`config.mk`:
```
export PLATFORM = sky130hd
export DESIGN_NAME = fifo_write_arbiter
export DESIGN_NICKNAME = d
export VERILOG_FILES = /design/src/rtl/fifo_arb_pkg.sv /design/src/rtl/fifo_write_arbiter_rr_picker.sv /design/src/rtl/fifo_write_arbiter.sv
export SDC_FILE = /design/constraint.sdc
export NUM_CORES = 1
export LEC_CHECK = 0
export BUFFER_PORTS_ARGS = -buffer_cell sky130_fd_sc_hd__buf_2
export CORE_MARGIN = 2
export CORE_UTILIZATION = 40
export CTS_CLUSTER_SIZE = 8
export DETAILED_ROUTE_END_ITERATION = 8
export GPL_TIMING_DRIVEN = 0
export PLACE_DENSITY = 0.74
export SLEW_MARGIN = 20
export SYNTH_ARGS = -nofsm -noshare
export SYNTH_HDL_FRONTEND = slang
export SYNTH_SLANG_ARGS = --single-unit
```
`constraint.sdc`:
```
create_clock -name wr_clk -period 2.84 [get_ports wr_clk]
set_input_delay 0.142 -clock wr_clk [delete_from_list [all_inputs] [get_ports wr_clk]]
set_output_delay 0.142 -clock wr_clk [all_outputs]
set_load 0.02 [all_outputs]
```
`src/rtl/fifo_arb_pkg.sv`:
```
// Shared types and helpers for the FIFO write-port arbiter.
//   arb_state_t : arbiter FSM states
//   STALL_W     : width of the full-stall debug counter
//   onehot()    : index to one-hot vector, sized for the largest supported NUM_REQ
package fifo_arb_pkg;

    typedef enum logic {
        ARB_IDLE  = 1'b0,
        ARB_BURST = 1'b1
    } arb_state_t;

    localparam int unsigned STALL_W  = 16;
    localparam int unsigned OH_W     = 8;
    localparam int unsigned OH_IDX_W = 3;

    // Callers truncate the result to their own requester count.
    function automatic logic [OH_W-1:0] onehot(input logic [OH_IDX_W-1:0] idx);
        onehot = OH_W'(1) << idx;
    endfunction

endpackage

```
`src/rtl/fifo_write_arbiter_rr_picker.sv`:
```
// Combinational round-robin picker.
//   req  : per-requester request vector
//   last : index of the previous winner; search starts just above it and wraps
//   pick : index of the first requesting index after last (0 when none)
//   any  : at least one request is present
module rr_picker #(
    parameter int unsigned NUM_REQ = 4,
    parameter int unsigned IDX_W   = $clog2(NUM_REQ)
) (
    input  logic [NUM_REQ-1:0] req,
    input  logic [IDX_W-1:0]   last,
    output logic [IDX_W-1:0]   pick,
    output logic               any
);

    // Walk last+1 .. last+NUM_REQ (mod NUM_REQ); the first hit wins.
    always_comb begin
        logic             found;
        logic [IDX_W-1:0] cand;
        pick  = '0;
        found = 1'b0;
        cand  = '0;
        for (int unsigned k = 1; k <= NUM_REQ; k++) begin
            cand = IDX_W'((32'(last) + k) % NUM_REQ);
            if (!found && req[cand]) begin
                pick  = cand;
                found = 1'b1;
            end
        end
        any = |req;
    end

endmodule

```
`src/rtl/fifo_write_arbiter.sv`:
```
// Round-robin arbiter sharing the ASYNC_FIFO write port among NUM_REQ producers.
//   wr_clk, rst            : FIFO write clock, synchronous active-high reset
//   req_valid/last/data    : per-requester word stream (data flattened, RAM_WIDTH each)
//   req_ready              : word accepted when req_valid[i] & req_ready[i]
//   grant                  : registered one-hot owner, zero when idle
//   write_en, write_data   : FIFO write strobe and data
//   fifo_full              : FIFO full flag (write domain)
//   stall_cnt              : saturating count of owner cycles blocked by fifo_full
module fifo_write_arbiter
    import fifo_arb_pkg::*;
#(
    parameter int unsigned NUM_REQ   = 4,
    parameter int unsigned RAM_WIDTH = 16,
    parameter int unsigned MAX_BURST = 16
) (
    input  logic                         wr_clk,
    input  logic                         rst,
    input  logic [NUM_REQ-1:0]           req_valid,
    input  logic [NUM_REQ-1:0]           req_last,
    input  logic [NUM_REQ*RAM_WIDTH-1:0] req_data,
    output logic [NUM_REQ-1:0]           req_ready,
    output logic [NUM_REQ-1:0]           grant,
    output logic                         write_en,
    output logic [RAM_WIDTH-1:0]         write_data,
    input  logic                         fifo_full,
    output logic [STALL_W-1:0]           stall_cnt
);

    localparam int unsigned OWN_W  = $clog2(NUM_REQ);
    localparam int unsigned BCNT_W = $clog2(MAX_BURST);

    arb_state_t         state, state_d;
    logic [OWN_W-1:0]   owner, owner_d;
    logic [OWN_W-1:0]   last_owner, last_owner_d;
    logic [BCNT_W-1:0]  burst_cnt, burst_cnt_d;
    logic [STALL_W-1:0] stall_cnt_d;
    logic [NUM_REQ-1:0] grant_d;

    logic [OWN_W-1:0]   pick;
    logic               any_req;
    logic               owner_valid;
    logic               owner_last;
    logic               in_burst;
    logic               xfer;

    rr_picker #(
        .NUM_REQ (NUM_REQ),
        .IDX_W   (OWN_W)
    ) u_picker (
        .req  (req_valid),
        .last (last_owner),
        .pick (pick),
        .any  (any_req)
    );

    // Data path: owner's word goes straight to the FIFO; reset blocks any write.
    always_comb begin
        owner_valid = req_valid[owner];
        owner_last  = req_last[owner];
        in_burst    = (state == ARB_BURST);
        xfer        = in_burst & owner_valid & ~fifo_full & ~rst;
        write_en    = xfer;
        req_ready   = '0;
        if (in_burst && !rst && !fifo_full) begin
            req_ready = NUM_REQ'(onehot(OH_IDX_W'(owner)));
        end
        write_data = '0;
        if (in_burst) begin
            write_data = req_data[owner*RAM_WIDTH +: RAM_WIDTH];
        end
    end

    // Next-state, ownership and counters.
    always_comb begin
        state_d      = state;
        owner_d      = owner;
        last_owner_d = last_owner;
        burst_cnt_d  = burst_cnt;
        stall_cnt_d  = stall_cnt;
        grant_d      = grant;
        unique case (state)
            ARB_IDLE: begin
                // Arbitration cycle: never moves data.
                if (any_req) begin
                    state_d      = ARB_BURST;
                    owner_d      = pick;
                    last_owner_d = pick;
                    burst_cnt_d  = '0;
                    grant_d      = NUM_REQ'(onehot(OH_IDX_W'(pick)));
                end
            end
            ARB_BURST: begin
                if (!owner_valid) begin
                    state_d = ARB_IDLE;
                    grant_d = '0;
                end else if (fifo_full) begin
                    if (stall_cnt != '1) begin
                        stall_cnt_d = stall_cnt + STALL_W'(1);
                    end
                end else begin
                    burst_cnt_d = burst_cnt + BCNT_W'(1);
                    if (owner_last || (burst_cnt == BCNT_W'(MAX_BURST - 1))) begin
                        state_d = ARB_IDLE;
                        grant_d = '0;
                    end
                end
            end
            default: begin
                state_d = ARB_IDLE;
                grant_d = '0;
            end
        endcase
    end

    // State register; last_owner resets to the top index so requester 0 wins first.
    always_ff @(posedge wr_clk) begin
        if (rst) begin
            state      <= ARB_IDLE;
            owner      <= '0;
            last_owner <= OWN_W'(NUM_REQ - 1);
            burst_cnt  <= '0;
            stall_cnt  <= '0;
            grant      <= '0;
        end else begin
            state      <= state_d;
            owner      <= owner_d;
            last_owner <= last_owner_d;
            burst_cnt  <= burst_cnt_d;
            stall_cnt  <= stall_cnt_d;
            grant      <= grant_d;
        end
    end

endmodule

```
* After elaboration in Yosys (flattened, before gate mapping)
Cells that the tools add are included. Widths: inputs -> output; s select.
Word-level totals: register bits after elaboration 29, latch bits 0, RAM bits 0, ROM bits 0, output and inout bits 41, logic and storage cells 84, memories kept 0
Cells by class: add/subtract/negate cells 6, $mul 0, div/mod/pow operators 0, magnitude comparators 5, equality and inequality tests 7, shift-type cells 3, multiplexer cells 35, bitwise gates (word level) 6, reduce and logical (&&, ||, !) cells 16
Operators with widths (number):
- $shiftx 64x7->16 | 1
- $mux 4 | 8
- $add 16x1->16 const B | 1
- $mux 16 | 1
- $ne 16x16->1 const B | 1
- $pmux 4 s2 | 2
- $lt 2x3->1 const B | 5
- $mux 1 | 13
- $bmux 1 s2 | 6
- $mux 2 | 4
- $shl 1x2->4 const A | 2
- $reduce_and 3->1 | 2
- $logic_and 1x1->1 | 5
- $logic_not 1->1 | 5
- $add 2x1->2 const B | 2
- $add 2x2->2 const B | 2
- $add 4x1->4 const B | 1
- $eq 4x4->1 const B | 1
- $ne 2x2->1 const B | 2
- $reduce_and 4->1 | 1
- $reduce_or 4->1 | 1
- $and 1x1->1 | 3
- $ne 3x2->1 const B | 1
- $ne 3x3->1 const B | 1
- 5 further kinds | 7

* Longest topological paths before layout
depth after elaboration 16, mapped depth 6, mapped depth without buffers 6

* By module
From an unflattened synthesis, not the netlist that was laid out.
Unflattened totals: cell total of the unflattened synthesis 245, area, all modules 2198.4 um2
By module, submodules not included:
- fifo_write_arbiter | times used 1, cells an instance 231, area an instance 2117.0 um2, sequential area each 580.6 um2
- rr_picker | times used 1, cells an instance 14, area an instance 81.3 um2, sequential area each 0.0 um2

* Least setup slack after synthesis
No wires, ideal clock.
path kind register -> register, from register stall_cnt[12], to register stall_cnt[7], setup time 128 ps, arrival time 1638 ps, data required time 2712 ps, path slack 1075 ps, stages on the path, launching flop included 6, path buffers 0, path through dfxtp_1 -> and4_1 -> nand4_1 -> o211ai_4 -> xor2_1 -> nor2_1
Between the ends: cells in the longest elaborated chain, start to end 2
RTL lines:
- from (decl) | line fifo_write_arbiter.sv:26 | output logic [STALL_W-1:0] stall_cnt
- from (signal assigned) | line fifo_write_arbiter.sv:129 | stall_cnt <= stall_cnt_d;
- $ne 16x16->1 | line fifo_write_arbiter.sv:97 | if (stall_cnt != '1) begin
- $reduce_and 4->1 (no source line)
Every way passes these cells. A chain may end at the register's enable or synchronous reset.

* Worst setup path after layout
from register owner[1], to output port write_data[4]
Between the ends: cells in the longest elaborated chain, start to end 2
RTL lines:
- from (decl) | line fifo_write_arbiter.sv:33 | logic [OWN_W-1:0] owner, owner_d;
- from (signal assigned) | line fifo_write_arbiter.sv:126 | owner <= owner_d;
- $shiftx 64x7->16 | line fifo_write_arbiter.sv:69 | write_data = req_data[owner*RAM_WIDTH +: RAM_WIDTH];
- $mux 16 | line fifo_write_arbiter.sv:68 | if (in_burst) begin
- to (decl) | line fifo_write_arbiter.sv:24 | output logic [RAM_WIDTH-1:0] write_data,
Every way passes these cells.

==> metrics.csv <==
stage,metric,value,unit
synth,"flops & latches, synth",29,
die,I/O pins,116,
clocking,clock sinks,29,
sta,Rel. slew slack,0.350,
clocking,root buffer cell,clkbuf_8,
clocking,clk_lat worst skew,0.28,ns
placement,"Cell Area, Placed",0.00268,mm2
route,WL/cell,14.4,um
finish,n_diodes,0,
sta,"Setup violations, final",0,
synth,Synth Warn #,0,
grt,initial antenna violation count,0,
clocking,post-CTS sizing,0,
synth,"EDFF count, synth",0,
die,die height,75.1,um
worst_setup_path,Max stage delay on crit path,0.47,ns
synth,"FFs w/ async S/R, synth",0,
worst_setup_path,critical path class,flip-flop to output pin,
clocking,Inserted Clock Buffers,5,
route,Initial DRC Count,47,
synth,Post-Synth XOR/XNOR Area,0.0476,
worst_setup_path,crit path max fanout,10,
clocking,Worst-path clk slew,0.06,ns
worst_setup_path,CP cell instances,buf_2 > clkbuf_1 > mux4_2 > and2_1 > buf_2,
die,Die ar.,0.00565,mm2
worst_setup_path,reg2reg end,stall_cnt[15],
clocking,maximum clock path buffer count,2,
worst_setup_path,r2r setup slk,0.91,ns
finish,Layout area overhead,36.8,%
worst_setup_path,WP data arrival,1.94,ns
min_path,hold crit path type,primary input to flip-flop,
synth,Yosys cell types,46,
die,Starting Density,0.420,
clocking,H-Tree Depth,2,
synth,post-synth top area share,0.287,
clocking,# hold bufs at CTS,0,
worst_setup_path,Startpoint Class,flip-flop,
placement,gpl congestion,0.796,
sta,Worst-Margin Slew,0.950,ns
die,Core Footprint,0.00482,mm2
grt,pin count of the biggest net entering global routing,11,
sta,final slew viol count,0,
clocking,CTS tree,yes,
placement,DP HPWL,4780,um
pwr,Max VDD drop,0.301,mV
synth,most common cell in the netlist,dfxtp_1,
placement,pre-CTS setup slack,0.915,ns
grt,All-Layer GR Usage,0.208,
die,# rows,25,
sta,Final WS setup,0.760,ns
synth,mux contribution to synthesized area,0.208,
sta,Fin Clk Skew,0.00795,ns
sta,"Hold Vio Cnt, Final",0,
sta,setup tns final,0,ns
route,post-route ant nets,0,
finish,Final #Nets,420,
worst_setup_path,stages on the worst setup path,5,
sta,Max Freq,0.481,GHz
finish,fin area,0.00277,mm2
synth,sequential fraction of the synthesis area,0.287,
synth,post-synthesis compound-gate area fraction,0.127,
sta,Final min period,2.08,ns
pwr,Leak,1.23,nW
synth,Synth Cell Area,0.00202,mm2
worst_setup_path,worst reg2reg path depth,5,
worst_setup_path,CP most frequent cell,buf_2,
finish,final core occ,0.575,
clocking,Post-CTS Setup Repair Bufs,0,
worst_setup_path,CP bufs+invs,3,
worst_setup_path,critical path required time,2.70,ns
finish,proportion of layout cells with a drive suffix above 1,0.445,
route,TritonRoute pass-1 iters,4,
worst_setup_path,"slowest stage cell, crit path",clkbuf_1,
synth,Synth area leaders,"dfxtp_1 29%, mux4_2 18%, and2_1 5.3%",
synth,Synth Area in Adders,0.0124,
flow_run,number of max-cap violations,0,
route,Vias,2122,
synth,Post-synth top cells,"29 x dfxtp_1, 28 x nor2_1, 17 x and2_1",
synth,Synth Area in Simple Gates,0.280,
synth,Synth Instances,221,
min_path,Worst Hold Launch,rst,
min_path,Hold Path End,stall_cnt[3],
finish,fill count,467,
status,status,"complete, no violations",
pwr,Pwr Density,403,mW/mm2
placement,number of port buffers,115,
route,Via density,5.16,
worst_setup_path,Crit. End Element,output pin,
die,width of the chip,75.1,um
synth,main combinational cell family by area after synthesis,simple AND/OR/NAND/NOR gates,
worst_setup_path,Reg2Reg Launch Point,stall_cnt[7],
sta,unrepaired setup endpoints after global routing,no,
worst_setup_path,top cell family by delay on the critical path,buffers and inverters,
synth,Avg Synthesized Cell Area,9.16,um2
min_path,Hold Path Cell Cnt,3,
synth,"Top FF cell, synth",dfxtp_1,
grt,global-route wire length before repair,8890,um
synth,cell taking the most area after synthesis,dfxtp_1,
synth,syn nets,298,
grt,vias in the first global route,2037,
route,Remaining DRCs,0,
grt,global route overflow,0,
route,Total Routed Length,5910,um
sta,part of the cycle the worst path needs,0.732,
-- metrics by stage --
step	cells	power [mW]	hold WS, ns
2_1_floorplan	221	0.678	0.310
3_3_place_gp	403	0.793	0.446
3_5_place_dp	403	0.799	0.449
4_1_cts	411	1.13	0.172
5_1_grt	411	1.17	0.216
6_report	411	1.12	0.179
-- placed cells by master (no fill, tap or decap), drive strengths merged, types with 6 or more instances in the layout --
| master | instances |
|---|---|
| mux4 | 16 |
| nand3 | 6 |
| a21oi | 11 |
| xor2 | 8 |
| o21ai | 7 |
| nor3 | 6 |
| dfxtp | 29 |
| nand2 | 16 |
| buf | 120 |
| and2 | 17 |
| nand4 | 7 |
| nor2 | 28 |
| clkbuf | 12 |
-- power by group --
| part | switching, mW | internal, mW | total (mW) |
|---|---|---|---|
| sequential | 0.0120 | 0.422 | 0.434 |
| clock | 0.161 | 0.169 | 0.329 |
| combinational | 0.181 | 0.174 | 0.355 |
-- cell type report --
class / instances / area, um2 / share of cell area
clock buffers: 5 / 68.8 / 0.0248
well taps: 67 / 83.8 / 0.0303
repair buffers: 115 / 576 / 0.208
flip-flops and latches: 29 / 581 / 0.210
clock inverters: 3 / 17.5 / 0.00632
multi-input cells: 175 / 1370 / 0.494
plain buffers: 12 / 57.6 / 0.0208
inverters: 5 / 18.8 / 0.00678
-- metal layers --
| layer | track usage | wire length [um] |
|---|---|---|
| met5 | 0 | 0 |
| met4 | 0.0760 | 110 |
| met1 | 0.199 | 2170 |
| met3 | 0.0495 | 508 |
| met2 | 0.421 | 3120 |
-- worst max path at each step --
stage,startpoint,end
2_1_floorplan,stall_cnt[12],stall_cnt[7]
3_3_place_gp,stall_cnt[7],stall_cnt[15]
3_5_place_dp,stall_cnt[7],stall_cnt[15]
4_1_cts,owner[0],write_data[3]
5_1_grt,owner[0],write_data[0]
6_report,owner[1],write_data[4]
-- sequential cells by signal, summed over array words and instances, names as in the netlist --
signal,count
burst_cnt,4
stall_cnt,16
in_burst,1
grant,4
owner,2
last_owner,2
-- worst register-to-register path, delay by kind of cell, from the launching register on --
family	cells	cell delay (ns)
compound gates	2	0.49
flops	1	0.43
simple gates	3	0.88
-- cell families (layout without fill, tap and decap cells) --
logic type                 count (synthesis)  after routing
muxes                                     22             22
xor gates and xnor gates                  11             11
AOI/OAI and AO/OA                         35             35
adders and majority gates                  2              2
DFF                                       29             29
buffers and inverters                     17            140
and+or+nand+nor                          105            105
No activity file was read; power rests on OpenSTA's default activity.
